$ cat src/rtl/sync_pkg.sv
// Shared defaults, counter-width helper and per-channel edge-event type for the
// multi-channel level synchroniser.
package sync_pkg;

   localparam int unsigned SYNC_STAGES_DEF = 2;
   localparam int unsigned SYNC_FILTER_DEF = 4;

   typedef struct packed {
      logic rise;
      logic fall;
   } sync_edge_t;

   // Wide enough to hold 0..n inclusive.
   function automatic int unsigned sync_cnt_w(input int unsigned n);
      return $clog2(n + 1);
   endfunction

endpackage

$ cat src/rtl/sync_edge_bit.sv
// One synchroniser channel: flop chain, optional stability filter, edge pulses.
// Glitch filter is built when SYNC_MULTI_EDGE_FILTER_EN is defined.
module sync_edge_bit
   import sync_pkg::*;
#(
   parameter int unsigned STAGES     = SYNC_STAGES_DEF,
   parameter int unsigned FILTER_CNT = SYNC_FILTER_DEF,
   parameter logic        RESET_VAL  = 1'b0
) (
   input  logic       clk_i,
   input  logic       rst_ni,
   input  logic       d_i,
   output logic       q_o,
   output sync_edge_t edge_o
);

   if (STAGES < 2) begin : g_bad_stages
      $error("sync_edge_bit: STAGES must be >= 2");
   end
   if (FILTER_CNT < 1) begin : g_bad_filter
      $error("sync_edge_bit: FILTER_CNT must be >= 1");
   end

   logic [STAGES-1:0] chain_q;
   logic              synced;
   logic              lvl;
   logic              q_prev_q;

   always_ff @(posedge clk_i or negedge rst_ni) begin
      if (!rst_ni) begin
         chain_q <= {STAGES{RESET_VAL}};
      end else begin
         chain_q <= {chain_q[STAGES-2:0], d_i};
      end
   end

   assign synced = chain_q[STAGES-1];

`ifdef SYNC_MULTI_EDGE_FILTER_EN
   localparam int unsigned      CNT_W    = sync_cnt_w(FILTER_CNT);
   localparam logic [CNT_W-1:0] CNT_LAST = CNT_W'(FILTER_CNT - 1);

   logic [CNT_W-1:0] cnt_q, cnt_d;
   logic             lvl_q, lvl_d;

   // Counter clears on match or on update, so it never exceeds CNT_LAST.
   always_comb begin
      cnt_d = '0;
      lvl_d = lvl_q;
      if (synced != lvl_q) begin
         if (cnt_q == CNT_LAST) begin
            lvl_d = synced;
         end else begin
            cnt_d = cnt_q + 1'b1;
         end
      end
   end

   always_ff @(posedge clk_i or negedge rst_ni) begin
      if (!rst_ni) begin
         lvl_q <= RESET_VAL;
         cnt_q <= '0;
      end else begin
         lvl_q <= lvl_d;
         cnt_q <= cnt_d;
      end
   end

   assign lvl = lvl_q;
`else
   assign lvl = synced;
`endif

   always_ff @(posedge clk_i or negedge rst_ni) begin
      if (!rst_ni) begin
         q_prev_q <= RESET_VAL;
      end else begin
         q_prev_q <= lvl;
      end
   end

   assign q_o         = lvl;
   assign edge_o.rise = lvl & ~q_prev_q;
   assign edge_o.fall = ~lvl & q_prev_q;

endmodule

$ cat src/rtl/sync_multi_edge.sv
// WIDTH independent level synchronisers with rise/fall pulses and a change flag.
// Per-channel glitch filter is enabled by defining SYNC_MULTI_EDGE_FILTER_EN.
module sync_multi_edge
   import sync_pkg::*;
#(
   parameter int unsigned      WIDTH      = 8,
   parameter int unsigned      STAGES     = SYNC_STAGES_DEF,
   parameter logic [WIDTH-1:0] RESET_VAL  = '0,
   parameter int unsigned      FILTER_CNT = SYNC_FILTER_DEF
) (
   input  logic             clk,
   input  logic             rst_n,
   input  logic [WIDTH-1:0] d,
   output logic [WIDTH-1:0] q,
   output logic [WIDTH-1:0] rise,
   output logic [WIDTH-1:0] fall,
   output logic             changed
);

   for (genvar i = 0; i < WIDTH; i++) begin : g_ch
      sync_edge_t ch_edge;

      sync_edge_bit #(
         .STAGES    (STAGES),
         .FILTER_CNT(FILTER_CNT),
         .RESET_VAL (RESET_VAL[i])
      ) u_bit (
         .clk_i (clk),
         .rst_ni(rst_n),
         .d_i   (d[i]),
         .q_o   (q[i]),
         .edge_o(ch_edge)
      );

      assign rise[i] = ch_edge.rise;
      assign fall[i] = ch_edge.fall;
   end

   assign changed = |(rise | fall);

endmodule
$ cat config.mk
export PLATFORM = sky130hd
export DESIGN_NAME = sync_multi_edge
export DESIGN_NICKNAME = d
export VERILOG_FILES = /design/src/rtl/sync_pkg.sv /design/src/rtl/sync_edge_bit.sv /design/src/rtl/sync_multi_edge.sv
export SDC_FILE = /design/constraint.sdc
export NUM_CORES = 1
export LEC_CHECK = 0
export ABC_AREA = 1
export BUFFER_PORTS_ARGS = -buffer_cell sky130_fd_sc_hd__buf_4
export CAP_MARGIN = 30
export CORE_MARGIN = 1
export CORE_UTILIZATION = 42
export DETAILED_ROUTE_END_ITERATION = 16
export PLACE_DENSITY = 0.74
export SLEW_MARGIN = 20
export SYNTH_ARGS = -nofsm -noshare
export SYNTH_HDL_FRONTEND = slang
export SYNTH_SLANG_ARGS = --single-unit
$ cat constraint.sdc
create_clock -name clk -period 2.35 [get_ports clk]
set_input_delay 0.3525 -clock clk [delete_from_list [all_inputs] [get_ports clk]]
set_output_delay 0.3525 -clock clk [all_outputs]
set_load 0.05 [all_outputs]
Word level (Yosys, flattened, before mapping)
Index checks and enable logic that the tools add are counted.
Widths: inputs -> output; s select.

operators by class
  reductions and logical operators = 1
  bitwise gates (word level) = 33

operators by type and width
  operator         number
  $and 1x1->1      16
  $not 1->1        16
  $or 8x8->8       1
  $reduce_or 8->1  1

word-level totals
  input bits = 10
  register bits after elaboration = 24

Longest topological paths before layout
  word-level depth = 4
  mapped depth = 5
  mapped depth without buffers = 5

Cells and area by module
Synthesis repeated with hierarchy kept, for this count alone.

second synthesis, totals
  cells, all modules = 71
  area, all modules = 777.0 µm²

by module, submodules not included
  module           cells each  instances  area an instance (µm²)
  sync_edge_bit    7           8          90.1
  sync_multi_edge  15          1          56.3

Worst setup path before layout
No wires, ideal clock.

  path type = reg-to-output
  start point = register g_ch[1].u_bit.chain_q[1]
  end point = output port changed
  required time = 1.997 ns
  path buffers = 0
  stages on the path, launching flop included = 5
  arrival time = 1.081 ns
  slack = 0.917 ns
  cells stage by stage = dfrtp_1 ha_1 nand2_1 nor2_1 nand2_1

between the ends
  cells in the longest elaborated chain, start to end = 4
  elaborated cells on any way between the ends = 5

ends and longest elaborated chain
  what                    line                   source
  from (decl)             sync_edge_bit.sv:24    logic [STAGES-1:0] chain_q;
  from (signal assigned)  sync_edge_bit.sv:31    chain_q <= {STAGES{RESET_VAL}};
  from (signal assigned)  sync_edge_bit.sv:33    chain_q <= {chain_q[STAGES-2:0], d_i};
  $not 1->1               sync_edge_bit.sv:84    assign edge_o.fall = ~lvl & q_prev_q;
  $and 1x1->1             sync_edge_bit.sv:84
  $or 8x8->8 (*)          sync_multi_edge.sv:39  assign changed = |(rise | fall);
  $reduce_or 8->1 (*)     sync_multi_edge.sv:39
  to (decl)               sync_multi_edge.sv:17  output logic changed

Mark *: on every way between the ends. The rest lies on a longest branch, timed or not.

Final worst setup path
Same ends and word-level chain as after synthesis.

==> impl_metrics.json <==
{
  "port-buffer-count": 34,
  "cpMostUsedCell": "nand2_1",
  "wl_um": 1310,
  "tns_ns": 0,
  "synth-edff-count": 0,
  "outcome": "completed",
  "dp.cells": 124,
  "post-route-period-util_pct": 76.0,
  "start_util_pct": 46.4,
  "drtAntennaViolNets": 0,
  "crit_arrival_ns": 1.43,
  "drt-initial-drc-count": 0,
  "cts_tree": "yes",
  "ys_seq_area_share_pct": 63.4,
  "max_slew_margin_pct": 81.0,
  "synth_nets": 97,
  "path_class": "reg2out",
  "fin_skew_ns": 0.000577,
  "tightest_slew_ns": 0.285,
  "crit_path_start": "g_ch[1].u_bit.chain_q[1]",
  "dr.pass1.iters": 1,
  "ios": 35,
  "critPathMaxFanout": 4,
  "hold_class": "in2reg",
  "dieWidth_um": 49.5,
  "grt.overflow.total": 0,
  "die_area_um2": 2450,
  "dieHeight_um": 49.5,
  "clkSlewWorstSetupHoldPaths_ns": 0.11,
  "syn_inst": 71,
  "start_kind": "flop",
  "h-tree-depth": 1,
  "drc": 0,
  "synth_top_cell_by_area": "dfrtp_1",
  "synth_common_cells": "24 x dfrtp_1, 16 x ha_1, 16 x inv_1, 8 x buf_4, 5 x nand2_1",
  "crit_path_top_delay_cell": "dfrtp_1",
  "crit_chain": "ha_1 -> nand2_1 -> nor2_1 -> nand2_1 -> buf_4",
  "yosys_most_used_dff": "dfrtp_1",
  "place.gp.congestion": 0.676,
  "area_growth_syn_to_layout_pct": 27.6,
  "finalMaxSlewViolations": 0,
  "path_buf_inv": 1,
  "crit_required_ns": 2.00,
  "nets": 129,
  "peakVddDrop_v": 0.000352,
  "finalCriticalPeriod_ns": 1.79,
  "cap_violations": 0,
  "core-area_um2": 2040,
  "synthTopCellsByArea": "dfrtp_1 63%, ha_1 21%, buf_4 6.3%, inv_1 6.3%, nand2_1 2.0%",
  "crit_path_max_incr_delay_ns": 0.44,
  "yosysWarnings": 0,
  "antenna_found_initial": 0,
  "min_from": "d[0]",
  "setup_viol": 0,
  "path_delay_family": "flip-flops",
  "vias_per_cell": 4.13,
  "synth_most_common_cell": "dfrtp_1",
  "max_freq_mhz": 560,
  "power_density_nw_per_um2": 635,
  "hold_viol_final": 0,
  "vias": 528,
  "grt_first_pass_wirelength_um": 2260,
  "cts_root_buf": "clkbuf_4",
  "ys_seq_elements": 24,
  "layout-drive-gt1-share_pct": 36.6,
  "cts_buffer_depth": 2,
  "layout.cells.non_filler": 128,
  "syn_area_per_cell_um2": 13.3,
  "core.rowCount": 16,
  "num_antenna_cells": 0,
  "yosys.area.top_type_share_pct": 63.4,
  "fill_cells": 204,
  "rrSetupSlack_ns": 1.79,
  "avgRoutedWirePerCell_um": 10.3,
  "cts_made_buffers": 3,
  "post_cts_buffers": 0,
  "synthArstFlopShare_pct": 100,
  "grt_util_all_layers_pct": 12.7,
  "grt_max_degree": 25,
  "dp_hpwl_um": 1080,
  "clk_latency_ns": 0.29,
  "rr_startpoint": "g_ch[1].u_bit.chain_q[1]",
  "p_leak_nw": 0.687,
  "yosysUniqueCellTypes": 6,
  "rsz0062_at_grt": "no",
  "syn-cell-area_um2": 947,
  "end_kind": "output port",
  "clock-sinks": 24,
  "grt_pass1_vias": 539
}
-- metal layers --
metal / track usage [%] / wire (um)
met1: 12.9 / 492
met2: 24.0 / 733
met3: 3.40 / 88
met4: 5.71 / 0
met5: 0 / 0
-- flip-flops by register name, indices dropped and copies added (netlist names) --
register and flops:
g_ch.u_bit.q_prev_q 8, g_ch.u_bit.chain_q 16
-- worst paths after layout --
kind	end	depth (start not counted)
setup / recovery	changed	5
hold / removal	g_ch[0].u_bit.chain_q[0]	1
setup reg to reg	g_ch[1].u_bit.q_prev_q	0
hold reg to reg	g_ch[4].u_bit.chain_q[1]	0
max in group asynchronous	g_ch[6].u_bit.chain_q[0]	2
min in group asynchronous	g_ch[0].u_bit.chain_q[0]	2
-- area by class of cell --
cell class | instances | area (um2) | area share (%)
Timing Repair Buffer | 35 | 265 | 21.9
Clock buffer | 3 | 22.5 | 1.86
Tap cell | 27 | 33.8 | 2.80
Inverter | 16 | 60.1 | 4.97
Sequential cell | 24 | 601 | 49.7
Multi-Input combinational cell | 23 | 226 | 18.7
-- per-stage QoR --
step,power (W),util [%],worst slack (ns),hold WS (ns),cell area [um2]
2_1_floorplan,0.000570,-,0.917,0.0569,947
3_3_place_gp,0.000609,57.6,0.925,0.260,1180
3_5_place_dp,0.000614,57.6,0.881,0.256,1180
4_1_cts,0.000777,59.2,0.532,0.143,1210
5_1_grt,0.000812,59.2,0.448,0.121,1210
6_report,0.000767,59.2,0.563,0.154,1210
-- cells by family after synthesis --
family / Yosys count / synth area share [%]
buffers and inverters: 24 / 12.7
flip-flops: 24 / 63.4
AND/OR/NAND/NOR: 7 / 2.77
adder cells (fa/ha/maj): 16 / 21.1
-- report_power, final --
group	internal, W	switching [W]
Sequential	0.000434	0.0000133
Combinational	0.0000490	0.000108
Clock	0.0000597	0.000104
-- layout by cell type (no fill, tap or decap) --
master          n
buf_4          34
clkbuf_4        3
dfrtp_1        24
dlygate4sd3_1   1
ha_1           16
inv_1          16
nand2_1         5
nor2_1          2
-- repair_timing --
action / in CTS / in global routing
endpoints found under the hold margin: 24 / 0
resized for setup: 0 / 0
hold buffers: 1 / 0
Power figures use the tool's default switching activity.
